--- src/rtl/pixel_frame_feeder.sv ---
// Buffers a raw RGB source stream in a small FWFT FIFO and feeds it, tagged with
// raster coordinates, to image_processor once the compensation matrix is valid.
module pixel_frame_feeder #(
    parameter int unsigned IMAGE_WIDTH  = 768,
    parameter int unsigned IMAGE_HEIGHT = 512,
    parameter int unsigned FIFO_DEPTH   = 16,
    parameter int unsigned ADDR_WIDTH   = 4
) (
    input  logic                  clk,
    input  logic                  rst_n,
    input  logic                  frame_start,
    input  logic                  matrix_valid,
    input  logic [23:0]           src_rgb,
    input  logic                  src_valid,
    output logic                  src_ready,
    output logic [23:0]           out_rgb,
    output logic                  out_valid,
    input  logic                  out_ready,
    output logic [15:0]           out_x,
    output logic [15:0]           out_y,
    output logic                  out_eol,
    output logic                  out_eof,
    output logic [ADDR_WIDTH:0]   fifo_level,
    output logic                  busy,
    output logic                  frame_done
);

    localparam logic [31:0]         TOTAL  = 32'(IMAGE_WIDTH * IMAGE_HEIGHT);
    localparam logic [15:0]         X_LAST = 16'(IMAGE_WIDTH - 1);
    localparam logic [15:0]         Y_LAST = 16'(IMAGE_HEIGHT - 1);
    localparam logic [ADDR_WIDTH:0] DEPTH  = (ADDR_WIDTH + 1)'(FIFO_DEPTH);

    typedef enum logic [1:0] {IDLE, WAIT_MATRIX, STREAM, DONE} state_t;

    state_t                state_q;
    logic [23:0]           mem_q [FIFO_DEPTH];
    logic [ADDR_WIDTH-1:0] wr_ptr_q, rd_ptr_q;
    logic [ADDR_WIDTH:0]   level_q, level_d;
    logic [31:0]           in_count_q;
    logic [15:0]           x_q, y_q;
    logic                  done_q, busy_q;
    logic                  push, pop, eol, eof;

    // src_ready ignores a same-cycle pop, so a full FIFO never accepts.
    always_comb begin
        src_ready = ((state_q == WAIT_MATRIX) || (state_q == STREAM))
                    && (level_q < DEPTH) && (in_count_q < TOTAL);
        out_valid = (state_q == STREAM) && (level_q != '0) && matrix_valid;
        push      = src_valid && src_ready;
        pop       = out_valid && out_ready;
        eol       = out_valid && (x_q == X_LAST);
        eof       = eol && (y_q == Y_LAST);
        level_d   = level_q;
        if (push && !pop) begin
            level_d = level_q + 1'b1;
        end else if (pop && !push) begin
            level_d = level_q - 1'b1;
        end
    end

    assign out_rgb    = (level_q != '0) ? mem_q[rd_ptr_q] : '0;
    assign out_x      = x_q;
    assign out_y      = y_q;
    assign out_eol    = eol;
    assign out_eof    = eof;
    assign fifo_level = level_q;
    assign busy       = busy_q;
    assign frame_done = done_q;

    always_ff @(posedge clk) begin
        if (push) begin
            mem_q[wr_ptr_q] <= src_rgb;
        end
    end

    always_ff @(posedge clk or negedge rst_n) begin
        if (!rst_n) begin
            state_q    <= IDLE;
            wr_ptr_q   <= '0;
            rd_ptr_q   <= '0;
            level_q    <= '0;
            in_count_q <= '0;
            x_q        <= '0;
            y_q        <= '0;
            done_q     <= 1'b0;
            busy_q     <= 1'b0;
        end else begin
            done_q  <= 1'b0;
            level_q <= level_d;
            if (push) begin
                wr_ptr_q   <= wr_ptr_q + 1'b1;
                in_count_q <= in_count_q + 1'b1;
            end
            if (pop) begin
                rd_ptr_q <= rd_ptr_q + 1'b1;
                if (x_q == X_LAST) begin
                    x_q <= '0;
                    y_q <= (y_q == Y_LAST) ? '0 : y_q + 1'b1;
                end else begin
                    x_q <= x_q + 1'b1;
                end
            end
            case (state_q)
                IDLE: begin
                    if (frame_start) begin
                        state_q    <= WAIT_MATRIX;
                        busy_q     <= 1'b1;
                        in_count_q <= '0;
                        x_q        <= '0;
                        y_q        <= '0;
                    end
                end
                WAIT_MATRIX: begin
                    if (matrix_valid) begin
                        state_q <= STREAM;
                    end
                end
                STREAM: begin
                    if (pop && eof) begin
                        state_q <= DONE;
                        done_q  <= 1'b1;
                    end
                end
                DONE: begin
                    state_q <= IDLE;
                    busy_q  <= 1'b0;
                end
                default: state_q <= IDLE;
            endcase
        end
    end

endmodule

--- config.mk ---
export PLATFORM = sky130hd
export DESIGN_NAME = pixel_frame_feeder
export DESIGN_NICKNAME = d
export VERILOG_FILES = /design/src/rtl/pixel_frame_feeder.sv
export SDC_FILE = /design/constraint.sdc
export NUM_CORES = 1
export LEC_CHECK = 0
export CORE_ASPECT_RATIO = 1.4
export CORE_MARGIN = 2
export CORE_UTILIZATION = 60
export CTS_CLUSTER_SIZE = 24
export DETAILED_ROUTE_END_ITERATION = 7
export PLACE_DENSITY = 0.9
export RECOVER_POWER = 50
export SYNTH_ARGS = -nofsm -noshare
export SYNTH_HDL_FRONTEND = slang
export SYNTH_SLANG_ARGS = --single-unit
--- constraint.sdc ---
create_clock -name clk -period 5.5 [get_ports clk]
set_input_delay 1.1 -clock clk [delete_from_list [all_inputs] [get_ports clk]]
set_output_delay 1.1 -clock clk [all_outputs]
set_load 0.1 [all_outputs]
==> impl_metrics.env, run 1 <==
export IMPL_grt_max_degree=100
export IMPL_dr_pass1_iters=5
export IMPL_timing_slew_headroom_pct=-38.2
export IMPL_htree_levels=2
export IMPL_synth_seq_cells=465
export IMPL_grt_pass1_wl_mm=65.7
export IMPL_io_pins=97
export IMPL_viasPerCell=6.63
export IMPL_cts_tree="built"
export IMPL_cts_setup_buffers=0
export IMPL_drc=0
export IMPL_root_buffer="clkbuf_16"
export IMPL_p_per_area_mw_per_mm2=529
export IMPL_dp_cells=1478
export IMPL_wl_met2_mm=23.4
export IMPL_syn_avg_cell_area_sq_um=18.7
export IMPL_crit_arrival_ns=4.04
export IMPL_initial_utilization_pct=61.0
export IMPL_clock_path_buffers=3
export IMPL_ys_flop_type="edfxtp_1"
export IMPL_cts_sinks=465
export IMPL_status="finished with violations"
export IMPL_coreArea_sq_mm=0.0308
export IMPL_grt_antenna_before_repair=0
export IMPL_power_leakage_uw=0.00740
export IMPL_switching_power_uw=4330
export IMPL_clk_pin_slew_ns=0.07
export IMPL_slew_violations=82
export IMPL_drt_initial_drc_count=1064
export IMPL_overflow=0
export IMPL_power_uw=11600
export IMPL_worstHoldStart="in_count_q[23]$_DFF_PN0_"
export IMPL_chipHeight_um=213
export IMPL_antenna_left=0
export IMPL_p_sw_share_pct=37.4
export IMPL_syn_num_nets=1052
export IMPL_fin_area_sq_mm=0.0219
export IMPL_r2r_cells=8
export IMPL_required_ns=4.40
export IMPL_clock_power_share_pct=26.6
export IMPL_synth_seq_area_share_pct=72.1
export IMPL_grt_pass1_vias=10700
export IMPL_hold_path_depth=1
export IMPL_synth_edf_count=384
export IMPL_synth_area_top_cells="edfxtp_1, mux4_2, dfrtp_1, xnor2_1, ha_1"
export IMPL_hp_class="flip-flop to flip-flop"
export IMPL_layout_common_cells="edfxtp_1, mux4_2, dfrtp_1"
export IMPL_skew_ns=0.0301
export IMPL_io_buffers=96
export IMPL_pwr_share_seq_pct=36.5
export IMPL_rsz0062_at_grt="false"
export IMPL_post_dp_cell_area_sq_mm=0.0204
export IMPL_r2r_setup_slack_ns=1.37
export IMPL_vias=10300
export IMPL_ys_types=52
export IMPL_cp_start_kind="flip-flop"
export IMPL_finalHoldViolCount=0
export IMPL_layout_drive_gt1_share_pct=21.1
export IMPL_ctsHoldBuffers=0
export IMPL_cts_resized=0
export IMPL_synth_area_sq_mm=0.0188
export IMPL_path_max_fanout=32
export IMPL_cts_buffers=42
export IMPL_clk_latency_ns=0.57
export IMPL_maxCapViolations=1
export IMPL_finalSetupViolations=0
export IMPL_yosys_warnings=0
export IMPL_peakVddDrop_v=0.000607
export IMPL_wl_met1_mm=15.1
export IMPL_wl_met3_mm=3.50
export IMPL_crit_type="flip-flop to primary output"
export IMPL_synth_cells=1005
export IMPL_gp_congestion=0.828
export IMPL_period_share_pct=93.4
export IMPL_yosysTopAreaCell="edfxtp_1"
export IMPL_end_kind="primary output"
export IMPL_die_w_um=154
export IMPL_highest_signal_layer="met4"
export IMPL_rows=76
export IMPL_worst_pin_slew_ns=2.07
export IMPL_totalNegativeSetupSlack_ns=0
export IMPL_grt_util_all_layers_pct=27.2
export IMPL_internal_power_uw=7240
export IMPL_syn_to_final_growth_pct=16.4
export IMPL_holdWs_ns=0.514
export IMPL_wl_mm=43.7
export IMPL_async_flop_share_pct=17.4
export IMPL_worstReg2RegEnd="mem_q[15][0]$_DFFE_PP_"
export IMPL_wire_per_inst_um=28.1
export IMPL_nets=1179
export IMPL_final_common_cell="edfxtp_1"
export IMPL_finalCriticalPeriod_ns=5.14
export IMPL_power_frac_comb_pct=36.9
export IMPL_dpl_hpwl_mm=24.2
export IMPL_min_to="in_count_q[23]$_DFF_PN0_"
export IMPL_failed_checks="max-capacitance violations, max-slew violations"
export IMPL_dieArea_sq_mm=0.0328
export IMPL_final_cells=1557
export IMPL_r2r_start="state_q[0]$_DFFE_PN0P_"
export IMPL_clock_fmax_mhz=195
export IMPL_synth_top_area_share_pct=61.3
[flip-flops by register name, summed over array words and instances (netlist names)]
register / flops
wr_ptr_q: 4
out_x: 16
state_q: 2
rd_ptr_q: 4
fifo_level: 5
out_y: 16
frame_done: 1
in_count_q: 32
busy: 1
mem_q: 384
[worst max-delay path by stage]
stage / endpoint / startpoint / cells after the start / slack, ns
global placement: out_rgb[15] / rd_ptr_q[0]$_DFFE_PN0N_ / 5 / 0.98
floorplan: out_eof / out_x[9]$_DFF_PN0_ / 5 / 0.11
CTS: out_rgb[15] / rd_ptr_q[0]$_DFFE_PN0N_ / 5 / 0.30
detailed placement: mem_q[15][6]$_DFFE_PP_ / src_valid / 6 / 0.91
global route: out_rgb[15] / rd_ptr_q[0]$_DFFE_PN0N_ / 5 / 0.22
finish: out_rgb[15] / rd_ptr_q[0]$_DFFE_PN0N_ / 5 / 0.36
[final cells by class]
class,instances,area (sq um)
Fill cell,1779,8920
Multi-Input combinational cell,473,5010
Timing Repair Buffer,129,1280
Clock inverter,30,358
Antenna cell,1,2.50
Inverter,21,78.8
Sequential cell,465,13600
Tap cell,390,488
Clock buffer,48,1100
[critical path, cell delays in order (launching register included)]
cell	delay (ns)
dfrtp_4	0.87
buf_12	0.36
mux4_2	0.56
mux4_2	0.52
nor2b_1	0.16
clkdlybuf4s50_1	0.98
[synthesized netlist by cell type (2+ instances only)]
| cell | number |
|---|---|
| and2_1 | 21 |
| ha_1 | 16 |
| nor4_1 | 16 |
| and4_1 | 5 |
| mux2_2 | 2 |
| xnor2_1 | 28 |
| or3_1 | 8 |
| nand3_1 | 20 |
| buf_2 | 7 |
| clkbuf_1 | 31 |
| dfrtp_1 | 81 |
| inv_1 | 20 |
| xor2_1 | 14 |
| or4_1 | 6 |
| a41oi_1 | 2 |
| nand2b_1 | 2 |
| nor2b_1 | 26 |
| and3_1 | 15 |
| nor3_1 | 11 |
| mux2i_1 | 2 |
| a21oi_1 | 22 |
| nand4_1 | 14 |
| or4b_1 | 4 |
| edfxtp_1 | 384 |
| nor2_1 | 49 |
| buf_1 | 7 |
| mux4_2 | 120 |
| a21o_1 | 2 |
| nand2_1 | 29 |
| o21ai_0 | 19 |
[power by group through the flow]
stage,logic [uW],clock network [uW],registers [uW]
2_1_floorplan,3110,0,4340
3_3_place_gp,4120,0,4270
3_5_place_dp,4210,0,4290
4_1_cts,4290,3110,4220
5_1_grt,4430,3230,4250
6_report,4270,3080,4220
[kinds of logic after synthesis]
logic type               synth area share (%)
flip-flops                               72.1
AND/OR/NAND/NOR                          7.01
multiplexers                             14.6
buffers and inverters                    1.42
AO/OA/AOI/OAI                            1.72
XOR/XNOR                                 1.96
adder cells (fa/ha/maj)                  1.17
[layer usage]
metal,vias to the layer above,global-route usage (%)
met4,0,10.9
met3,115,4.16
met5,-,0
li1,4273,-
met1,5306,34.0
met2,632,48.4
[stage by stage]
stage	utilization [%]	worst slack (ns)
3_3_place_gp	66.3	0.983
5_1_grt	71.0	0.224
2_1_floorplan	-	0.107
3_5_place_dp	66.3	0.907
4_1_cts	71.0	0.300
6_report	71.0	0.365
No activity file was read; power rests on OpenSTA's default activity.
==> run 2, diff against run 1 <==
--- a/config.mk
+++ b/config.mk
@@ -5,6 +5,7 @@
 export SDC_FILE = /design/constraint.sdc
 export NUM_CORES = 1
 export LEC_CHECK = 0
+export CAP_MARGIN = 20
 export CORE_ASPECT_RATIO = 1.4
 export CORE_MARGIN = 2
 export CORE_UTILIZATION = 60
==> run 2 against run 1 <==
The run now ends clean. Worst hold slack better by 0.00063 ns. Register-to-register slack about the same. Die area unchanged. Fmax about the same. Highest routed layer unchanged. Largest cell class unchanged. Via count up 0.20%.
==> impl_metrics.env, run 2 (synthesis results as in run 1) <==
export IMPL_grt_util_all_layers_pct=27.2
export IMPL_io_pins=97
export IMPL_drc=0
export IMPL_power_leakage_uw=0.00741
export IMPL_dr_pass1_iters=5
export IMPL_clock_path_buffers=3
export IMPL_finalSetupViolations=0
export IMPL_chipHeight_um=213
export IMPL_maxCapViolations=0
export IMPL_antenna_left=0
export IMPL_period_share_pct=93.3
export IMPL_timing_slew_headroom_pct=30.1
export IMPL_grt_max_degree=100
export IMPL_clk_pin_slew_ns=0.07
export IMPL_grt_antenna_before_repair=0
export IMPL_coreArea_sq_mm=0.0308
export IMPL_cts_resized=0
export IMPL_overflow=0
export IMPL_cts_sinks=465
export IMPL_post_dp_cell_area_sq_mm=0.0204
export IMPL_gp_congestion=0.828
export IMPL_ctsHoldBuffers=0
export IMPL_wl_mm=43.7
export IMPL_wire_per_inst_um=28.0
export IMPL_skew_ns=0.0305
export IMPL_cp_start_kind="flip-flop"
export IMPL_clk_latency_ns=0.57
export IMPL_nets=1180
export IMPL_finalCriticalPeriod_ns=5.13
export IMPL_drt_initial_drc_count=1052
export IMPL_hp_class="flip-flop to flip-flop"
export IMPL_root_buffer="clkbuf_16"
export IMPL_top_regs="mem_q x384, in_count_q x32"
export IMPL_end_kind="primary output"
export IMPL_viasPerCell=6.64
export IMPL_finalHoldViolCount=0
export IMPL_clock_fmax_mhz=195
export IMPL_slew_violations=0
export IMPL_rsz0062_at_grt="false"
export IMPL_crit_type="flip-flop to primary output"
export IMPL_initial_utilization_pct=61.0
export IMPL_totalNegativeSetupSlack_ns=0
export IMPL_grt_pass1_wl_mm=65.7
export IMPL_crit_arrival_ns=4.03
export IMPL_dpl_hpwl_mm=24.2
export IMPL_worst_pin_slew_ns=1.05
export IMPL_layout_drive_gt1_share_pct=21.1
export IMPL_path_max_fanout=32
export IMPL_largest_register_ffs=384
export IMPL_die_w_um=154
export IMPL_rows=76
export IMPL_fin_area_sq_mm=0.0219
export IMPL_cts_tree="built"
export IMPL_layout_common_cells="edfxtp_1, mux4_2, dfrtp_1"
export IMPL_cts_setup_buffers=0
export IMPL_regMostFlops="mem_q"
export IMPL_cts_buffers=42
export IMPL_peakVddDrop_v=0.000606
export IMPL_syn_to_final_growth_pct=16.6
export IMPL_vias=10300
export IMPL_power_uw=11600
export IMPL_htree_levels=2
export IMPL_dieArea_sq_mm=0.0328
export IMPL_final_common_cell="edfxtp_1"
export IMPL_grt_pass1_vias=10700
export IMPL_status="finished, final reports clean"
export IMPL_io_buffers=96
export IMPL_p_per_area_mw_per_mm2=528
export IMPL_required_ns=4.40
[run 2: final timing paths]
| check | start | to | slack [ns] | depth (start not counted) |
|---|---|---|---|---|
| setup / recovery | rd_ptr_q[0]$_DFFE_PN0N_ | out_rgb[15] | 0.37 | 5 |
| hold / removal | in_count_q[23]$_DFF_PN0_ | in_count_q[23]$_DFF_PN0_ | 0.51 | 1 |
| setup reg to reg | state_q[0]$_DFFE_PN0P_ | mem_q[15][1]$_DFFE_PP_ | 1.37 | 8 |
| hold reg to reg | in_count_q[23]$_DFF_PN0_ | in_count_q[23]$_DFF_PN0_ | 0.51 | 1 |
| max in group asynchronous | rst_n | out_y[8]$_DFF_PN0_ | 4.10 | 2 |
| min in group asynchronous | rst_n | out_x[11]$_DFF_PN0_ | 0.59 | 1 |
[run 2: where the power goes]
group / switching (uW) / internal, uW / total [uW]
Clock: 1320 / 1750 / 3080
Sequential: 234 / 3990 / 4220
Combinational: 2770 / 1500 / 4270
[run 2: final cells by class]
class                      instances  area, sq um
clock buffer                      48         1100
fill                            1775         8900
sequential                       465        13600
clock inverter                    30          358
timing repair buffer             130         1300
antenna                            1         2.50
inverter                          21         78.8
tap                              390          488
multi-input combinational        473         5010
[run 2: layer usage]
layer,GRT usage (%),vias to the layer above,part of all wire (%)
li1,-,4273,-
met1,34.0,5289,34
met3,4.16,124,8.5
met5,0,-,0
met2,48.4,661,54
met4,10.9,0,3.8
[run 2: stage by stage]
stage          std cells  hold WS (ns)  setup slack, ns  utilization [%]
3_5_place_dp        1478         0.496            0.907             66.3
6_report            1558         0.514            0.367             71.1
3_3_place_gp        1478         0.485            0.983             66.3
2_1_floorplan       1005         0.466            0.107                -
4_1_cts             1556         0.517            0.300             71.0
5_1_grt             1557         0.537            0.224             71.1
[run 2: critical path, cell delays in order, from the launching register on]
cell and delay, ns:
dfrtp_4 0.87, buf_12 0.35, mux4_2 0.56, mux4_2 0.52
nor2b_1 0.16, clkdlybuf4s50_1 0.98
==> run 3, diff against run 2 <==
--- a/config.mk
+++ b/config.mk
@@ -8,10 +8,10 @@
 export CAP_MARGIN = 20
 export CORE_ASPECT_RATIO = 1.4
 export CORE_MARGIN = 2
-export CORE_UTILIZATION = 60
+export CORE_UTILIZATION = 54
 export CTS_CLUSTER_SIZE = 24
 export DETAILED_ROUTE_END_ITERATION = 7
-export PLACE_DENSITY = 0.9
+export PLACE_DENSITY = 0.86
 export RECOVER_POWER = 50
 export SYNTH_ARGS = -nofsm -noshare
 export SYNTH_HDL_FRONTEND = slang
==> constraint.sdc (replaced) <==
create_clock -name clk -period 4.1 [get_ports clk]
set_input_delay 0.82 -clock clk [delete_from_list [all_inputs] [get_ports clk]]
set_output_delay 0.82 -clock clk [all_outputs]
set_load 0.1 [all_outputs]
==> run 3 against run 2 <==
The flow now finishes with violations (max-capacitance violations, max-slew violations). Register-to-register slack worse by 0.70 ns. Clock skew shrank 0.012 ns. Clock-buffer cell count up 2. Largest cell class unchanged. Highest routed layer is now met5.
==> impl_metrics.env, run 3 (synthesis results as in run 1) <==
export IMPL_status="finished with violations"
export IMPL_failed_checks="max-capacitance violations, max-slew violations"
export IMPL_finalCriticalPeriod_ns=3.89
export IMPL_rows=80
export IMPL_grt_max_degree=82
export IMPL_antenna_left=0
export IMPL_grt_pass1_vias=10300
export IMPL_grtUsageMet3_pct=4.22
export IMPL_cpPeakStageDelay_ns=0.69
export IMPL_crit_arrival_ns=3.07
export IMPL_grt_util_met2_pct=41.9
export IMPL_grt_util_all_layers_pct=24.1
export IMPL_timing_slew_headroom_pct=-9.60
export IMPL_maxCapViolations=1
export IMPL_dieArea_sq_mm=0.0363
export IMPL_io_buffers=96
export IMPL_io_pins=97
export IMPL_layout_drive_gt1_share_pct=22.4
export IMPL_slew_violations=68
export IMPL_worstPathCellList="buf_12 -> mux4_2 -> mux4_2 -> nor2b_1 -> buf_12"
export IMPL_drc=0
export IMPL_met1_usage_pct=31.2
export IMPL_wl_mm=42.3
export IMPL_drt_initial_drc_count=1077
export IMPL_p_per_area_mw_per_mm2=707
export IMPL_viasPerCell=6.19
export IMPL_r2r_setup_slack_ns=0.67
export IMPL_cts_setup_buffers=0
export IMPL_crit_type="flip-flop to primary output"
export IMPL_coreArea_sq_mm=0.0342
export IMPL_cts_tree="built"
export IMPL_skew_ns=0.0185
export IMPL_nets=1183
export IMPL_overflow=0
export IMPL_layout_common_cells="edfxtp_1, mux4_2, dfrtp_1"
export IMPL_grt_pass1_wl_mm=64.5
export IMPL_fin_util_pct=64.1
export IMPL_worst_pin_slew_ns=1.64
export IMPL_finalHoldViolCount=0
export IMPL_final_common_cell="edfxtp_1"
export IMPL_htree_levels=2
export IMPL_clk_latency_ns=0.56
export IMPL_dr_pass1_iters=5
export IMPL_cts_sinks=465
export IMPL_clk_pin_slew_ns=0.07
export IMPL_vias=10000
export IMPL_cp_top_family="multiplexers"
export IMPL_busiest_layer="met2"
export IMPL_ctsHoldBuffers=0
export IMPL_end_kind="primary output"
export IMPL_peakVddDrop_v=0.000881
export IMPL_syn_to_final_growth_pct=16.7
export IMPL_root_buffer="clkbuf_16"
export IMPL_chipHeight_um=225
export IMPL_rsz0062_at_grt="false"
export IMPL_regMostFlops="mem_q"
export IMPL_cts_buffers=42
export IMPL_largest_register_ffs=384
export IMPL_clock_fmax_mhz=257
export IMPL_grt_antenna_before_repair=2
export IMPL_cts_resized=0
export IMPL_required_ns=3.28
export IMPL_nFillCells=2227
export IMPL_wire_per_inst_um=26.1
export IMPL_gp_congestion=0.813
export IMPL_finalSetupViolations=0
export IMPL_period_share_pct=94.9
export IMPL_cp_start_kind="flip-flop"
export IMPL_path_max_fanout=27
export IMPL_initial_utilization_pct=54.9
export IMPL_clock_path_buffers=3
export IMPL_die_w_um=162
export IMPL_slowest_stage="dfrtp_4"
export IMPL_hp_class="primary input to asynchronous set/reset pin"
export IMPL_dpl_hpwl_mm=22.5
export IMPL_power_leakage_uw=0.00742
export IMPL_top_regs="mem_q x384, in_count_q x32"
export IMPL_power_uw=15500
export IMPL_critPathBufInv=2
==> run 3: cell count changes in the layout (fill, tap and decap cells not counted), sizes merged <==
| cell | delta |
|---|---|
| bufinv | -3 |
| clkbuf | +7 |
| buf | +25 |
| dlygate4sd3 | -2 |
| inv | +1 |
| clkinv | -2 |
| clkdlybuf4s50 | -25 |
| diode | +1 |
==> run 3: area by class of cell <==
class	instances	area, sq um	area share (%)
antenna	2	5.00	0.0228
clock buffer	50	1100	5.02
clock inverter	26	223	1.02
inverter	21	78.8	0.359
multi-input combinational	473	5000	22.8
sequential	465	13600	61.8
tap	451	564	2.57
timing repair buffer	133	1400	6.36
==> run 3: power by group <==
group,leakage (uW),internal [uW],switching (uW)
sequential,0.00455,5350,333
combinational,0.00222,2280,3710
clock,0.000646,2130,1710
==> run 3: worst paths after layout <==
check / startpoint / end / depth (start not counted)
worst max-delay path: rd_ptr_q[0]$_DFFE_PN0N_ / out_rgb[8] / 5
worst min-delay path: rst_n / out_y[7]$_DFF_PN0_ / 1
worst max register to register: state_q[0]$_DFFE_PN0P_ / mem_q[12][20]$_DFFE_PP_ / 10
worst min register to register: in_count_q[18]$_DFF_PN0_ / in_count_q[18]$_DFF_PN0_ / 2
max in group asynchronous: rst_n / rd_ptr_q[0]$_DFFE_PN0N_ / 2
min in group clk: in_count_q[18]$_DFF_PN0_ / in_count_q[18]$_DFF_PN0_ / 2
==> run 3: per-stage QoR <==
step / std cells / worst slack (ns) / hold slack (ns) / instance area (sq um) / TNS (ns)
detailed placement: 1542 / 0.624 / 0.499 / 20600 / 0
global route: 1620 / 0.0589 / 0.370 / 21900 / 0
floorplan: 1005 / -0.179 / 0.466 / 18800 / -17.33
global placement: 1542 / 0.679 / 0.488 / 20600 / 0
finish: 1621 / 0.208 / 0.318 / 21900 / 0
CTS: 1618 / 0.143 / 0.457 / 22000 / 0
==> run 3: metal layers <==
metal / vias up / wire [um]
met5: - / 12
met4: 2 / 1040
met3: 83 / 3240
met2: 496 / 22500
met1: 5175 / 15600
li1: 4277 / -
